--- config.mk ---
export PLATFORM = sky130hd
export DESIGN_NAME = if_id_queue
export DESIGN_NICKNAME = d
export VERILOG_FILES = /design/src/rtl/if_id_queue.sv
export SDC_FILE = /design/constraint.sdc
export NUM_CORES = 1
export LEC_CHECK = 0
export BUFFER_PORTS_ARGS = -buffer_cell sky130_fd_sc_hd__buf_2
export CAP_MARGIN = 0
export CORE_MARGIN = 5
export CORE_UTILIZATION = 50
export CTS_CLUSTER_DIAMETER = 30
export CTS_CLUSTER_SIZE = 25
export DETAILED_ROUTE_END_ITERATION = 12
export GPL_TIMING_DRIVEN = 0
export PLACE_DENSITY = 0.77
export SYNTH_ARGS = -nofsm -noshare
export SYNTH_HDL_FRONTEND = slang
export SYNTH_SLANG_ARGS = --single-unit
export TNS_END_PERCENT = 20
--- constraint.sdc ---
create_clock -name clk -period 3.6 [get_ports clk]
set_clock_uncertainty 0.2 [all_clocks]
set_input_delay 0 -clock clk [delete_from_list [all_inputs] [get_ports clk]]
set_output_delay 0 -clock clk [all_outputs]
set_load 0.1 [all_outputs]
--- src/rtl/if_id_queue.sv ---
// Fetch-to-decode instruction queue: DEPTH-entry FIFO of {pc, instr} with valid/ready on both sides and flush.
// Optional IF_ID_QUEUE_BYPASS_EN adds a zero-cycle path from input to output when the queue is empty.
module if_id_queue #(
  parameter int DEPTH   = 4,
  parameter int PC_W    = 10,
  parameter int INSTR_W = 32
) (
  input  logic                     clk,
  input  logic                     rst,
  input  logic                     flush,
  input  logic                     in_valid,
  output logic                     in_ready,
  input  logic [PC_W-1:0]          in_pc,
  input  logic [INSTR_W-1:0]       in_instr,
  output logic                     out_valid,
  input  logic                     out_ready,
  output logic [PC_W-1:0]          out_pc,
  output logic [INSTR_W-1:0]       out_instr,
  output logic [$clog2(DEPTH):0]   count
);

  localparam int AW = $clog2(DEPTH);
  localparam logic [AW:0] FULL = (AW+1)'(DEPTH);

  logic [PC_W-1:0]    pc_mem    [DEPTH];
  logic [INSTR_W-1:0] instr_mem [DEPTH];
  logic [AW-1:0]      wr_ptr, rd_ptr;

  logic push, pop, bypass, bypass_take, wr_en, rd_en;

  always_comb begin
    in_ready = (count != FULL);
`ifdef IF_ID_QUEUE_BYPASS_EN
    bypass = (count == '0) && in_valid && !flush;
`else
    bypass = 1'b0;
`endif
    out_valid = (count != '0) || bypass;
    out_pc    = '0;
    out_instr = '0;
    if (bypass) begin
      out_pc    = in_pc;
      out_instr = in_instr;
    end else if (count != '0) begin
      out_pc    = pc_mem[rd_ptr];
      out_instr = instr_mem[rd_ptr];
    end
    push        = in_valid && in_ready;
    pop         = out_valid && out_ready;
    // A bypassed word consumed in the same cycle never touches storage.
    bypass_take = bypass && out_ready;
    wr_en       = push && !bypass_take;
    rd_en       = pop && !bypass_take;
  end

  always_ff @(posedge clk or posedge rst) begin
    if (rst) begin
      wr_ptr <= '0;
      rd_ptr <= '0;
      count  <= '0;
    end else if (flush) begin
      wr_ptr <= '0;
      rd_ptr <= '0;
      count  <= '0;
    end else begin
      if (wr_en) wr_ptr <= wr_ptr + 1'b1;
      if (rd_en) rd_ptr <= rd_ptr + 1'b1;
      if (wr_en && !rd_en)
        count <= count + 1'b1;
      else if (!wr_en && rd_en)
        count <= count - 1'b1;
    end
  end

  always_ff @(posedge clk) begin
    if (wr_en && !flush) begin
      pc_mem[wr_ptr]    <= in_pc;
      instr_mem[wr_ptr] <= in_instr;
    end
  end

endmodule
; Yosys cells after proc, flatten, opt, wreduce, memory -nomap -nowiden
; Memories as Yosys holds them, arrays and structs flattened.
; Index checks and enable logic that the tools add are counted.
[op_classes]
add_sub_neg = 4
n_eq_ne = 1
mux = 11
n_reduce_logical = 12
[op_table]
columns = cell, n
row1 = $mux 32, 1
row2 = $mux 10, 1
row3 = $mux 3, 3
row4 = $mux 2, 4
row5 = $reduce_bool 3->1, 2
row6 = $logic_and 1x1->1, 5
row7 = $add 2x1->2 const B, 2
row8 = $reduce_bool 2->1, 2
row9 = $add 3x1->3 const B, 1
row10 = $logic_not 1->1, 3
row11 = $ne 3x3->1 const B, 1
row12 = $sub 3x1->3 const B, 1
row13 = $mux 1, 2
[totals]
regBits = 7
mem_bits_rw = 168
inputBits = 47
output_inout_bits = 47
elab_cells = 33
memories = 2
[memory_table]
columns = name, depth, word_bits, rd, rd_clocked_by_memory_dff, wr, line_no
row1 = instr_mem, 4, 32, 1, 0, 1, 26  ; logic [INSTR_W-1:0] instr_mem [DEPTH];
row2 = pc_mem, 4, 10, 1, 0, 1, 25  ; logic [PC_W-1:0] pc_mem [DEPTH];

; Depth between registers and ports, before layout
; Gate-level depths: netlist of the first run.
[logic_depth]
ltp_word = 7
mapped_depth = 8

; Worst setup path after synthesis of the first run
; Ideal clock, no wire load.
[synth_path]
path_kind = register to register
start = reg count[2]
end = reg count[2]
t_arrival_ns = 3.452
setup_slack_ns = -0.118
path_stages_with_launch = 9
n_path_buf = 1
period_less_slack_ns = 3.718
cell_sequence = dfrtp_1 buf_2 nor3b_1 inv_1 and3_1 fa_1 a21bo_2 a311oi_1 o311a_1
[synth_rtl]
columns = element, line_no
row1 = start: declaration, 19  ; output logic [$clog2(DEPTH):0] count
row2 = start signal: assignment, 69  ; count <= count + 1'b1;
row3 = start signal: assignment, 71  ; count <= count - 1'b1;
row4 = $ne 3x3->1 *, 32  ; in_ready = (count != FULL);
row5 = named net in_ready, 12  ; output logic in_ready,
row6 = $logic_and 1x1->1 *, 48  ; push = in_valid && in_ready;
row7 = $logic_and 1x1->1 or $logic_not 1->1 (tied branches), "68, 70"
row8 = $mux 3 or $logic_and 1x1->1 (tied branches), "68, 70"
row9 = $mux 3 or $reduce_bool 3->1 (tied branches), -
; The timed path passes the listed nets; every way through them passes the cells marked *. The select of a mux whose other input is x is not followed.
; A chain may end at the register's enable or synchronous reset.

; Final worst setup path of the first run
[layout_path]
start = reg count[2]
end = reg count[2]
[layout_via]
elab_chain_len = 6
[layout_lines]
columns = element
row1 = branches (longest 6 deep; another with $sub 3x1->3)
; Parallel ways; which one is timed is not known. The select of a mux whose other input is x is not followed.

==> results of run 1 <==
cells in the final DEF, fill, tap and decap left out, types with 3 or more instances in the layout:
master	count
buf_2	98
and2_2	4
inv_1	9
bufinv_16	4
clkbuf_1	5
nor2b_1	42
edfxtp_1	168
ha_1	4
mux4_2	42
o21ai_0	3
nor2_1	7
dlygate4sd3_1	48
buf_12	4
buf_6	6
clkbuf_16	17
dfrtp_1	6
clkinv_1	4
path summary, 6_finish.rpt:
path	end	slack (ns)	start
min in group asynchronous	count[0]	0.45	rst
max	count[2]	0.78	count[2]
max reg2reg	count[2]	0.78	count[2]
min	instr_mem[2][15]	0.14	in_instr[15]
min reg2reg	wr_ptr[1]	0.41	wr_ptr[1]
max in group asynchronous	count[2]	2.49	rst
metrics by stage:
stage	instances	hold slack [ns]	instance area [um2]	setup WS [ns]
4_1_cts	684	0.124	8780	0.803
2_1_floorplan	332	-0.397	6940	0.0665
3_5_place_dp	607	-0.238	7700	0.840
6_report	684	0.136	8780	0.780
3_3_place_gp	603	-0.258	7620	0.130
5_1_grt	684	0.126	8780	0.514
flip-flops by register name (all words and copies together), names as in the netlist:
signal     count
rd_ptr         2
pc_mem        40
count          3
wr_ptr         2
instr_mem    128
area by class of cell:
cell class	count	area (um2)
multi-input combinational	128	1560
timing repair buffer	143	1020
fill	1008	4940
tap	180	225
clock inverter	12	169
sequential	175	5220
buffer	20	133
inverter	9	33.8
clock buffer	17	425
routing by layer:
metal  global-route usage  vias to the layer above
met1                0.213                     1809
met2                0.283                      103
met3               0.0400                       12
li1                     -                     1638
met5                    0                        -
met4               0.0474                        0
repair_timing:
action,4_1_cts,5_1_grt
endpoints found under the hold margin,182,0
setup endpoints to repair,0,0
hold buffers,48,0
resized for setup,0,0
setup buffers,0,0
cell families after synthesis:
kind of cell    share of synthesized area
buf+inv                            0.0240
flops                               0.753
fa+ha+maj                          0.0101
xor+xnor                          0.00253
mux                                 0.141
simple gates                       0.0545
compound gates                     0.0150
==> results.txt, run 1 <==
----------------------------------------------------
[Floorplan]
  X dimension of the die ... 128 um
  Overall die area ... 0.0163 mm2
  Initial Util ... 0.506
  Row Count ... 43
  Vertical die dimension ... 128 um
  Top-level port count ... 94
  Area inside the core boundary ... 0.0137 mm2

[Critical path]
  Cell at the slowest stage of the critical path ... fa_1
  Top Family by Delay on Critical Path ... compound AO/OA/AOI/OAI gates
  CP max FO ... 9
  Critical path startpoint category ... flop
  Stages on the worst setup path ... 8
  Delay of the slowest cell on the worst path ... 0.45 ns
  Number of cells on the worst reg-to-reg path ... 8
  Data arrival time of the critical path ... 2.96 ns
  Worst setup path category ... reg2reg
  Required time of the critical path ... 3.74 ns
  Worst-path cell chain ... buf_2 > nor3b_1 > inv_1 > and3_1 > fa_1 > a21bo_2 > a311oi_1 > o311a_1
  Buffers plus inverters on the worst setup path ... 2
  Critical Path Sink Type ... flop

[Logic synthesis]
  Synthesized netlist net count ... 384
  Fraction of registers with async set or reset after synthesis ... 0.0400
  Prevailing post-synth register cell ... edfxtp_1
  Yosys top cell area share ... 0.727
  Ys Warns ... 0
  Count of flip-flops with a built-in enable after synthesis ... 168
  Portion of the post-synthesis area used by sequential elements ... 0.753
  Avg Synthesized Cell Area ... 20.9 um2
  Count of different cell masters after synthesis ... 34
  Post-synthesis register bit count ... 175
  Commonest cells in the synthesized netlist ... edfxtp_1, mux4_2, nor2b_1
  Top post-synthesis cells by area ... edfxtp_1, mux4_2, nor2b_1, dfrtp_1, buf_6
  Most frequent cell after synthesis ... edfxtp_1
  Synthesized instance count ... 332
  Post-synth design cell area ... 0.00694 mm2
  Library cell with the largest summed area after synthesis ... edfxtp_1

[Routing]
  Routed vias ... 3562
  Metal-1 WL ... 5.33 mm
  Drt total wl ... 12.8 mm
  Final antenna-violating net count ... 0
  Sum of met2 wire segment lengths after detailed routing ... 6.56 mm
  Routed length per instance ... 18.6 um
  Uppermost layer routed ... met4
  Detailed Routing Iterations Pass 1 ... 4
  DRC errors left ... 0
  Initial detailed-routing violation count ... 224
  Detailed route wirelength on metal3 ... 734 um
  Via-to-Cell Ratio ... 5.21

[Hold path]
  WHS Path Cells ... 2
  Type of the worst min-delay path ... in2reg

[Place]
  Number of buffers added on ports ... 91
  Post-DP HPWL ... 7.78 mm
  Weighted congestion at the end of routability-driven global placement ... 0.727

[Clock network]
  Total clock buffers created by CTS ... 17
  Clk pin slew, worst setup/hold paths ... 0.06 ns
  Number of clock sinks seen by CTS ... 175
  CTS tree ... yes
  Clock Tree Root ... clkbuf_16
  H-tree levels ... 4
  Insertion delay to the later sink of the worst-skew pair ... 0.41 ns
  Maximum buffer depth of the clock tree ... 2

[STA]
  Final setup TNS ... 0 ns
  Max-Slew Margin vs Limit ... 0.599
  Final setup violating endpoints ... 0
  Worst-Margin Slew ... 0.602 ns
  RSZ-0062 raised after global routing ... no
  Max Clock Freq ... 0.355 GHz
  Hold Vio Cnt, Final ... 0
  Final critical-path share of the clock period ... 0.783
  Fin crit period ... 2.82 ns
  Slew Viols, Final ... 0

[Global routing]
  Number of global-route vias before repair ... 3958
  Total routing resource utilization after global routing ... 0.166
  Grt ovf ... 0
  Largest net degree at the start of global routing ... 24
  Wire length of the first global-routing pass ... 20.4 mm
  Initial antenna violation count ... 0

[Status]
  Outcome ... finished, final reports clean

[Finish]
  Synthesis-to-finish area growth ... 26.6%
  Utilization after layout ... 0.640
  Fin nets ... 546
  Ratio of cells with drive above 1 in the final layout ... 0.365
  Antenna diodes ... 0

[Flow run]
  Reported max-cap violation count ... 0

----------------------------------------------------
Power of run 1 is left out: the tool's default activity adds up to more than one toggle a clock period on the data nets, which glitch-free logic cannot reach.
==> run 2, diff against run 1 <==
Settings changed: ABC_AREA set to 1.
Clock period 3.6 ns to 2.6 ns, I/O delays scaled along.
==> results.txt, run 2 <==
----------------------------------------------------
[Finish]
  Commonest non-fill, non-tap cell in the layout ... nor2_1
  Seq. cell area ... 0.00522 mm2 (about the same)
  Leading cell types in the layout, fill and taps excluded ... nor2_1, edfxtp_1, buf_2
  Number of fill cells ... 1012 (+0.40%)
  Utilization after layout ... 0.659 (+0.0190)
  Antenna diodes ... 0 (unchanged)
  Ratio of cells with drive above 1 in the final layout ... 0.300 (-0.0652)
  Synthesis-to-finish area growth ... 29.5%
  Fin nets ... 776 (+42%)
  Combined area of the multi-input logic cells ... 0.00176 mm2 (+13%)
  Registers with the most flip-flops ... instr_mem x128, pc_mem x40, count x3
  Flip-flop count of the largest register, all copies and words added ... 128 (unchanged)
  Register ranked first by flip-flop count ... instr_mem

[Logic synthesis]
  Commonest cells in the synthesized netlist ... nor2_1, edfxtp_1, o21ai_0
  Proportion of synthesized area in mux cells ... 0 (-0.141)
  Library cell with the largest summed area after synthesis ... edfxtp_1
  Post-synth design cell area ... 0.00706 mm2 (+1.8%)
  Area share of fa/ha/maj cells after synthesis ... 0.00992 (-0.000179)
  Count of flip-flops with a built-in enable after synthesis ... 168 (unchanged)
  Fraction of registers with async set or reset after synthesis ... 0.0400 (unchanged)
  Synthesized netlist net count ... 612 (+59%)
  Count of different cell masters after synthesis ... 29 (-15%)
  Most frequent cell after synthesis ... nor2_1
  Simple-gate area share of the yosys netlist ... 0.115 (+0.0603)
  Prevailing post-synth register cell ... edfxtp_1
  Avg Synthesized Cell Area ... 12.6 um2 (-40%)
  Post-synthesis register bit count ... 175 (unchanged)
  Portion of the post-synthesis area used by sequential elements ... 0.739 (-0.0133)
  Ys Warns ... 0 (unchanged)
  Synth Area in XOR/XNOR ... 0.00248 (-0.0000447)
  Combinational family with the most area after synthesis ... simple AND/OR/NAND/NOR gates
  Synth Area in Compound Gates ... 0.0955 (+0.0805)
  Synthesized instance count ... 560 (+69%)
  Top post-synthesis cells by area ... edfxtp_1, nor2_1, o21ai_0, a21oi_1, dfrtp_1
  Yosys top cell area share ... 0.714 (-0.0129)

[STA]
  Max Clock Freq ... 0.402 GHz
  Final critical-path share of the clock period ... 0.958
  Tightest hold margin ... 0.116 ns (-0.0206 ns)
  Final setup violating endpoints ... 0 (unchanged)
  Max-Slew Margin vs Limit ... 0.436 (-0.163)
  Hold Vio Cnt, Final ... 0 (unchanged)
  Fin crit period ... 2.49 ns
  Worst-Margin Slew ... 0.844 ns (+0.242 ns)
  Slew Viols, Final ... 0 (unchanged)
  RSZ-0062 raised after global routing ... no

[Floorplan]
  Area inside the core boundary ... 0.0139 mm2 (+1.2%)
  Initial Util ... 0.509 (+0.00313)
  Top-level port count ... 94 (unchanged)
  Overall die area ... 0.0166 mm2 (+1.7%)
  Vertical die dimension ... 129 um (+0.83%)
  Row Count ... 43 (unchanged)
  X dimension of the die ... 129 um (+0.83%)

[Global routing]
  Largest net degree at the start of global routing ... 43 (+79%)
  Wire length of the first global-routing pass ... 25.6 mm (+26%)
  Total routing resource utilization after global routing ... 0.204 (+0.0386)
  Grt ovf ... 0 (unchanged)
  Initial antenna violation count ... 0 (unchanged)
  Number of global-route vias before repair ... 5096 (+29%)

[Critical path]
  Critical Path Sink Type ... output pin
  CP max FO ... 10 (+1)
  Data arrival time of the critical path ... 2.29 ns (-0.67 ns)
  R2R Path End ... instr_mem[3][28]
  Worst setup path category ... reg2out
  Flop2flop setup slack ... 0.27 ns (-0.51 ns)
  Number of cells on the worst reg-to-reg path ... 5 (-3)
  Critical path startpoint category ... flop
  Launching point of the worst reg2reg path ... count[0]
  Required time of the critical path ... 2.40 ns (-1.34 ns)

[Status]
  Outcome ... finished, final reports clean

[Flow run]
  Reported max-cap violation count ... 0 (unchanged)

[Place]
  Post-DP HPWL ... 9.53 mm (+23%)
  Weighted congestion at the end of routability-driven global placement ... 0.819 (+13%)
  Number of buffers added on ports ... 93 (+2.2%)

[Hold path]
  Type of the worst min-delay path ... in2reg
  Beginning of the worst hold path ... flush
  WHS Path Cells ... 3 (+1)
  Sink of the worst hold path ... rd_ptr[0]

[Routing]
  Detailed Routing Iterations Pass 1 ... 5 (+1)
  Initial detailed-routing violation count ... 433 (+93%)
  Routed length per instance ... 18.0 um (-3.5%)
  DRC errors left ... 0 (unchanged)
  Drt total wl ... 16.5 mm (+29%)
  Via-to-Cell Ratio ... 5.33 (+2.3%)
  Final antenna-violating net count ... 0 (unchanged)
  Routed vias ... 4884 (+37%)

[Clock network]
  Maximum buffer depth of the clock tree ... 2 (unchanged)
  Total clock buffers created by CTS ... 17 (unchanged)
  Clk pin slew, worst setup/hold paths ... 0.06 ns (about the same)
  Clock Tree Root ... clkbuf_16
  Count of buffers added by post-CTS timing repair for setup ... 0 (unchanged)
  Insertion delay to the later sink of the worst-skew pair ... 0.42 ns (about the same)
  CTS tree ... yes
  Number of clock sinks seen by CTS ... 175 (unchanged)
  H-tree levels ... 4 (unchanged)

----------------------------------------------------
run 2: changes by cell type in the layout (fill, tap and decap cells not counted), moves of 4 or more:
cell      change
nand2_1       +5
nor2b_1      -42
clkbuf_2      +8
inv_2         +4
buf_2         +7
o21ai_1      +25
nand2_4       +7
nor2_4        +5
mux4_2       -42
and2_2        -4
a21oi_2      +40
o21ai_0      +58
nor2_1      +163
run 2: critical path: stages, from the launching register on:
cell	delay (ns)
dfrtp_1	0.39
buf_4	0.16
inv_2	0.08
buf_6	0.15
clkbuf_2	0.23
o21ai_0	0.13
a21oi_1	0.25
buf_2	0.48
run 2: routing by layer:
metal,track usage,part of all wire
met1,0.257,0.40
met2,0.348,0.50
met3,0.0428,0.081
met4,0.0815,0.017
met5,0,0
run 2: timing repair:
item,in CTS,in global routing
endpoints found under the hold margin,182,0
setup endpoints to repair,126,20
hold buffers,48,0
pin swaps,3,0
gates resized for setup,2,7
gates cloned,0,0
run 2: area by class of cell:
class | instances | area share
buffer | 32 | 0.0222
clock buffer | 18 | 0.0469
clock inverter | 14 | 0.0208
inverter | 18 | 0.00766
multi-input combinational | 335 | 0.193
sequential | 175 | 0.571
tap | 180 | 0.0246
timing repair buffer | 145 | 0.114
run 2: cell families after synthesis:
kind of cell / after synthesis
AOI/OAI and AO/OA: 131
xor gates and xnor gates: 2
adders and majority gates: 5
buffers and inverters: 50
DFF: 175
and+or+nand+nor: 197
run 2: worst max path at each step:
stage / start / to / slack (ns) / cells past startpoint
3_3_place_gp: count[2] / instr_mem[0][17] / -0.16 / 3
5_1_grt: rd_ptr[0] / out_pc[9] / 0.04 / 7
2_1_floorplan: count[2] / out_instr[31] / -0.29 / 4
6_report: rd_ptr[0] / out_pc[9] / 0.11 / 7
4_1_cts: count[0] / instr_mem[3][17] / -0.03 / 4
3_5_place_dp: count[2] / instr_mem[0][17] / -0.19 / 3
run 2: through the flow:
stage                     std cells  TNS [ns]  setup WS, ns  instance area, um2
final                           917         0         0.110                9150
after global routing            917         0        0.0385                9150
after CTS                       914     -1.25       -0.0265                9060
after detailed placement        834    -22.81        -0.191                7960
after global placement          833    -22.83        -0.156                7940
after floorplan                 560    -0.578        -0.289                7250
Power of run 2 is left out for the same reason.
